[config.mk]
export PLATFORM = sky130hd
export DESIGN_NAME = instr_cycle_sequencer
export DESIGN_NICKNAME = d
export VERILOG_FILES = /design/src/rtl/instr_cycle_sequencer.sv
export SDC_FILE = /design/constraint.sdc
export NUM_CORES = 1
export LEC_CHECK = 0
export ABC_CLOCK_PERIOD_IN_PS = 3300
export BUFFER_PORTS_ARGS = -buffer_cell sky130_fd_sc_hd__clkbuf_2
export CAP_MARGIN = 20
export CELL_PAD_IN_SITES_DETAIL_PLACEMENT = 0
export CELL_PAD_IN_SITES_GLOBAL_PLACEMENT = 2
export CORE_MARGIN = 1.5
export CORE_UTILIZATION = 32
export DETAILED_ROUTE_END_ITERATION = 6
export PLACE_DENSITY = 0.81
export SYNTH_ARGS = -nofsm -noshare
export SYNTH_HDL_FRONTEND = slang
export SYNTH_SLANG_ARGS = --single-unit
[constraint.sdc]
create_clock -name clk -period 3.3 [get_ports clk]
set_clock_uncertainty 0.1 [all_clocks]
set_input_delay 0.66 -clock clk [delete_from_list [all_inputs] [get_ports clk]]
set_output_delay 0.66 -clock clk [all_outputs]
set_load 0.01 [all_outputs]
[src/rtl/instr_cycle_sequencer.sv]
// Instruction-cycle control sequencer: walks fetch/decode/operand/execute pulses,
// issues one-cycle datapath strobes and waits on memory / arithmetic-unit replies.
module instr_cycle_sequencer #(
  parameter int unsigned TIMEOUT_CYCLES = 1023
) (
  input  logic       clk,
  input  logic       rst,
  input  logic       run,
  input  logic       step,
  input  logic       fault_clear,
  input  logic       mem_reply,
  input  logic       operate_reply,
  output logic [2:0] pulse,
  output logic       do_pulse,
  output logic       do_start_to_select,
  output logic       do_addr1_to_select,
  output logic       do_addr2_to_select,
  output logic       do_start_inc,
  output logic       do_c_to_operator,
  output logic       do_mem_to_c,
  output logic       do_move_c_to_a,
  output logic       do_move_c_to_b,
  output logic       mem_read_pulse,
  output logic       operate_pulse,
  output logic       busy,
  output logic       instr_done,
  output logic       fault
);

  localparam int unsigned TW = $clog2(TIMEOUT_CYCLES + 1);

  typedef enum logic [4:0] {
    IDLE, FETCH_SEL, FETCH_RD, FETCH_WAIT, FETCH_LOAD, DECODE,
    OP1_RD, OP1_WAIT, OP1_LOAD, MOVE_A, OP2_RD, OP2_WAIT, OP2_LOAD,
    MOVE_B, EXEC, EXEC_WAIT, FAULT
  } state_e;

  typedef struct packed {
    logic do_pulse;
    logic start_to_select;
    logic addr1_to_select;
    logic addr2_to_select;
    logic start_inc;
    logic c_to_operator;
    logic mem_to_c;
    logic move_c_to_a;
    logic move_c_to_b;
    logic mem_read;
    logic operate;
  } strobe_t;

  state_e          state_q, state_d;
  logic [TW-1:0]   cnt_q, cnt_d;
  logic            single_q, single_d;
  strobe_t         strobe_q, strobe_d;
  logic [2:0]      pulse_q, pulse_d;
  logic            busy_q, busy_d;
  logic            done_q, done_d;
  logic            fault_q, fault_d;
  logic            is_wait, reply;

  // NOTE: every flop is updated with <= so all registers see pre-edge values.
  always_ff @(posedge clk) begin
    if (rst) begin
      state_q  <= IDLE;
      cnt_q    <= '0;
      single_q <= 1'b0;
      strobe_q <= '0;
      pulse_q  <= 3'd0;
      busy_q   <= 1'b0;
      done_q   <= 1'b0;
      fault_q  <= 1'b0;
    end else begin
      state_q  <= state_d;
      cnt_q    <= cnt_d;
      single_q <= single_d;
      strobe_q <= strobe_d;
      pulse_q  <= pulse_d;
      busy_q   <= busy_d;
      done_q   <= done_d;
      fault_q  <= fault_d;
    end
  end

  // Each wait state listens only to its own reply line.
  assign is_wait = (state_q == FETCH_WAIT) || (state_q == OP1_WAIT) ||
                   (state_q == OP2_WAIT)   || (state_q == EXEC_WAIT);
  assign reply   = (state_q == EXEC_WAIT) ? operate_reply : mem_reply;

  // NOTE: defaults first so no path through the case leaves a signal unassigned (no latches).
  always_comb begin
    state_d  = state_q;
    cnt_d    = '0;
    single_d = single_q;
    if (is_wait && !reply) begin
      if (cnt_q == TW'(TIMEOUT_CYCLES - 1)) state_d = FAULT;
      else                                  cnt_d   = cnt_q + 1'b1;
    end
    case (state_q)
      IDLE: begin
        if (run) begin
          state_d  = FETCH_SEL;
          single_d = 1'b0;
        end else if (step) begin
          state_d  = FETCH_SEL;
          single_d = 1'b1;
        end
      end
      FETCH_SEL:  state_d = FETCH_RD;
      FETCH_RD:   state_d = FETCH_WAIT;
      FETCH_WAIT: if (reply) state_d = FETCH_LOAD;
      FETCH_LOAD: state_d = DECODE;
      DECODE:     state_d = OP1_RD;
      OP1_RD:     state_d = OP1_WAIT;
      OP1_WAIT:   if (reply) state_d = OP1_LOAD;
      OP1_LOAD:   state_d = MOVE_A;
      MOVE_A:     state_d = OP2_RD;
      OP2_RD:     state_d = OP2_WAIT;
      OP2_WAIT:   if (reply) state_d = OP2_LOAD;
      OP2_LOAD:   state_d = MOVE_B;
      MOVE_B:     state_d = EXEC;
      EXEC:       state_d = EXEC_WAIT;
      EXEC_WAIT: begin
        if (reply) begin
          if (run && !single_q) begin
            state_d = FETCH_SEL;
          end else begin
            state_d  = IDLE;
            single_d = 1'b0;
          end
        end
      end
      FAULT:      if (fault_clear) state_d = IDLE;
      default:    state_d = IDLE;
    endcase
  end

  // Outputs are decoded from the next state so they line up with the state register.
  always_comb begin
    strobe_d = '0;
    pulse_d  = pulse_q;
    busy_d   = (state_d != IDLE) && (state_d != FAULT);
    fault_d  = (state_d == FAULT);
    done_d   = (state_q == EXEC_WAIT) && operate_reply;
    case (state_d)
      FETCH_SEL:  begin pulse_d = 3'd0; strobe_d.do_pulse = 1'b1; strobe_d.start_to_select = 1'b1; end
      FETCH_RD:   begin pulse_d = 3'd1; strobe_d.do_pulse = 1'b1; strobe_d.mem_read = 1'b1; end
      FETCH_WAIT: pulse_d = 3'd2;
      FETCH_LOAD: strobe_d.mem_to_c = 1'b1;
      DECODE: begin
        strobe_d.do_pulse        = 1'b1;
        strobe_d.addr1_to_select = 1'b1;
        strobe_d.start_inc       = 1'b1;
        strobe_d.c_to_operator   = 1'b1;
      end
      OP1_RD:     begin pulse_d = 3'd3; strobe_d.do_pulse = 1'b1; strobe_d.mem_read = 1'b1; end
      OP1_WAIT:   pulse_d = 3'd4;
      OP1_LOAD:   begin strobe_d.mem_to_c = 1'b1; strobe_d.addr2_to_select = 1'b1; end
      MOVE_A:     begin strobe_d.do_pulse = 1'b1; strobe_d.move_c_to_a = 1'b1; end
      OP2_RD:     begin pulse_d = 3'd5; strobe_d.do_pulse = 1'b1; strobe_d.mem_read = 1'b1; end
      OP2_WAIT:   pulse_d = 3'd6;
      OP2_LOAD:   strobe_d.mem_to_c = 1'b1;
      MOVE_B:     begin strobe_d.do_pulse = 1'b1; strobe_d.move_c_to_b = 1'b1; end
      EXEC:       begin pulse_d = 3'd7; strobe_d.do_pulse = 1'b1; strobe_d.operate = 1'b1; end
      EXEC_WAIT:  pulse_d = 3'd0;
      default:    ;
    endcase
  end

  assign pulse              = pulse_q;
  assign do_pulse           = strobe_q.do_pulse;
  assign do_start_to_select = strobe_q.start_to_select;
  assign do_addr1_to_select = strobe_q.addr1_to_select;
  assign do_addr2_to_select = strobe_q.addr2_to_select;
  assign do_start_inc       = strobe_q.start_inc;
  assign do_c_to_operator   = strobe_q.c_to_operator;
  assign do_mem_to_c        = strobe_q.mem_to_c;
  assign do_move_c_to_a     = strobe_q.move_c_to_a;
  assign do_move_c_to_b     = strobe_q.move_c_to_b;
  assign mem_read_pulse     = strobe_q.mem_read;
  assign operate_pulse      = strobe_q.operate;
  assign busy               = busy_q;
  assign instr_done         = done_q;
  assign fault              = fault_q;

endmodule

==> flow_metrics.tcl <==
set metrics [dict create \
    floorplan.die.height_um 69.3 \
    cp_cell_sequence "nand3b_1 > o21ai_0 > a31oi_1 > nor2_2 > a221o_1 > a21oi_1" \
    critical_path.n_buffers_inverters 0 \
    proportion_of_synthesized_chip_area_in_sequential_cells_pct 44.2 \
    antennaDiodeCount 0 \
    clock_path_buffers 2 \
    wire_per_inst_um 13.2 \
    worst_slew_pin_slew_ps 898 \
    endpoint_kind "flop" \
    detail_route.wirelength_um 3160 \
    h-tree-depth 2 \
    pin_count_of_the_biggest_net_entering_global_routing 16 \
    unrepaired_setup_endpoints_after_global_routing "false" \
    grt_util_all_layers_pct 14.6 \
    irDropWorstVdd_mv 0.238 \
    worst_hold_path_type "reg -> reg" \
    layout.cells.most_common "sky130_fd_sc_hd__dfxtp_1" \
    post_drt_via_cell_ratio 5.07 \
    synth_edf_count 0 \
    cts-buffers-inserted 5 \
    synth_nets 174 \
    share_comb_of_total_power_pct 13.4 \
    drv_cap 0 \
    via_count 1211 \
    postSynth.topFlopCell "sky130_fd_sc_hd__dfxtp_1" \
    switchingPower_uw 231 \
    timing.fmax_ghz 0.398 \
    finalHoldViolCount 0 \
    floorplan.die.width_um 69.3 \
    clk_pin_slew_ps 70 \
    grt_antenna_before_repair 0 \
    pwr_density_cell_nw_per_um2 551 \
    finalNetCount 197 \
    mostFrequentLayoutCells "sky130_fd_sc_hd__dfxtp_1, sky130_fd_sc_hd__nor2_1, sky130_fd_sc_hd__clkbuf_2, sky130_fd_sc_hd__a21oi_1, sky130_fd_sc_hd__nand2_1" \
    post_drt_antenna_nets 0 \
    seq_power_share_pct 45.0 \
    post_synth.cell_area_avg_um2 8.52 \
    clock_insertion_delay_worst_skew_ps 280 \
    worst_path_dominant_cell_family "compound AO/OA/AOI/OAI gates" \
    cts_post_setup_buffers_inserted 0 \
    synth_cells 165 \
    cts_tree "done" \
    clkPwrFrac_pct 41.6 \
    cts_hold_buf 0 \
    drc_errors 0 \
    element_type_at_the_critical_path_start "flop" \
    post_synth_instance_area_um2 1410 \
    worst-endpoint-arrival_ps 2630 \
    critical_path.max_stage_delay_ps 760 \
    yosysUniqueCellTypes 43 \
    yosys_warnings 0 \
    syn_to_final_growth_pct 18.5 \
    place_inst 231 \
    first_global_vias 1203 \
    final.min_clock_period_ps 2510 \
    layout-drive-gt1-share_pct 19.0 \
    max-slew-margin-rel_pct 39.9 \
    place_congestion 0.798 \
    crit_slowest_cell "sky130_fd_sc_hd__a31oi_1" \
    placeableCoreArea_um2 4120 \
    tns_ps 0 \
    postCtsResizedCells 0 \
    result_of_the_run "finished, final reports clean" \
    switching_part_of_the_total_pct 25.1 \
    drt_iter0_markers 111 \
    ioPinCount 24 \
    floorplan.initialDensity_pct 34.1 \
    grt_first_pass_wirelength_um 5640 \
    final-setup-viol-count 0 \
    numPortBuffers 23 \
    yosys_register_bits 31 \
    utilization_pct 40.5 \
    crit_fanout 12 \
    asyncSetResetFlopFracSynth_pct 0 \
    cp.required_ps 3410 \
    cellInternalPower_uw 687 \
    std_cell_rows 23 \
    p_leak_nw 0.647 \
    detail_route.first_pass.iterations 4 \
    worstSetupPathType "reg -> reg" \
    post-dp-hpwl_um 2290 \
    stdcell_count 239 \
    cts_sinks 31 \
    die_area_um2 4800 \
    fillerInstances 425 \
    period_share_pct 76.1 \
    timing.final.max_slew_violations 0 \
    root_buffer "sky130_fd_sc_hd__clkbuf_8" \
    total_global_routing_overflow 0 \
]
worst paths after layout:
check	depth (start not counted)	to	slack [ps]	from
setup reg to reg	6	pulse[1]	790	state_q[4]
setup / recovery	6	pulse[1]	790	state_q[4]
hold reg to reg	1	cnt_q[0]	370	cnt_q[0]
hold / removal	1	cnt_q[0]	370	cnt_q[0]
kinds of logic after synthesis:
family                     count (synthesis)  synth area share (%)
muxes                                      1                 0.801
buffers and inverters                     15                  5.16
xor gates and xnor gates                   9                  5.61
DFF                                       31                  44.2
AOI/OAI and AO/OA                         34                  16.4
and+or+nand+nor                           73                  26.1
adders and majority gates                  2                  1.78
layout make-up:
type | instances | area [um^2] | area share (%)
Multi-Input combinational cell | 119 | 712 | 42.7
Sequential cell | 31 | 621 | 37.3
Timing Repair Buffer | 25 | 130 | 7.81
Clock buffer | 6 | 82.6 | 4.96
Tap cell | 50 | 62.6 | 3.76
Clock inverter | 2 | 35.0 | 2.10
Inverter | 6 | 22.5 | 1.35
through the flow:
stage / area [um^2] / hold WS, ps / setup WS [ps] / total power [mW]
2_1_floorplan: 1410 / 330 / 1030 / 0.504
4_1_cts: 1670 / 379 / 810 / 0.932
3_5_place_dp: 1550 / 364 / 832 / 0.544
5_1_grt: 1670 / 419 / 518 / 0.975
6_report: 1670 / 372 / 787 / 0.918
3_3_place_gp: 1550 / 340 / 888 / 0.541
power groups by stage:
stage / registers (mW) / clock network (mW) / logic, mW
after floorplan: 0.417 / 0 / 0.0871
after global placement: 0.421 / 0 / 0.120
after detailed placement: 0.421 / 0 / 0.122
after CTS: 0.413 / 0.395 / 0.124
after global routing: 0.416 / 0.418 / 0.141
final: 0.413 / 0.382 / 0.123
flip-flops by register name, indices dropped and copies added (netlist names):
| name | flops |
|---|---|
| cnt_q | 10 |
| state_q | 5 |
| pulse | 3 |
| busy | 1 |
| do_addr1_to_select | 1 |
| do_addr2_to_select | 1 |
| do_mem_to_c | 1 |
| do_move_c_to_a | 1 |
| do_move_c_to_b | 1 |
| do_pulse | 1 |
| do_start_to_select | 1 |
| fault | 1 |
| instr_done | 1 |
| mem_read_pulse | 1 |
| operate_pulse | 1 |
| single_q | 1 |
cells in the mapped netlist, drive strengths merged (2+ instances only):
library cell / instances / area (um^2)
xor2: 5 / 43.8
dfxtp: 31 / 621
nor2: 28 / 108
a31oi: 3 / 18.8
nand4: 3 / 18.8
nor4: 2 / 12.5
inv: 6 / 22.5
nor3b: 2 / 15.0
nand2: 9 / 33.8
a211oi: 3 / 22.5
o21ai: 3 / 15.0
nand3: 6 / 30.0
xnor2: 4 / 35.0
and3: 4 / 25.0
and2: 2 / 12.5
a21oi: 11 / 55.1
ha: 2 / 25.0
o2bb2ai: 2 / 17.5
or3: 2 / 17.5
nand2b: 2 / 12.5
nor3: 6 / 30.0
nor2b: 3 / 18.8
clkbuf: 4 / 15.0
nand3b: 2 / 15.0
buf: 5 / 35.0
o21bai: 2 / 15.0
a21o: 2 / 15.0
worst reg2reg max path, delay by kind of cell (launching register included):
family           cells  cell delay [ps]
AND/OR/NAND/NOR      2              420
AO/OA/AOI/OAI        4             1370
flip-flops           1              560
per-layer routing:
metal	GRT usage, %	up-vias	wire length (um)
li1	-	628	-
met1	18.7	563	1530
met2	22.1	16	1460
met3	6.54	4	131
met4	4.58	0	29
met5	0	-	0
Note: power is estimated with default switching activity, not from simulation.
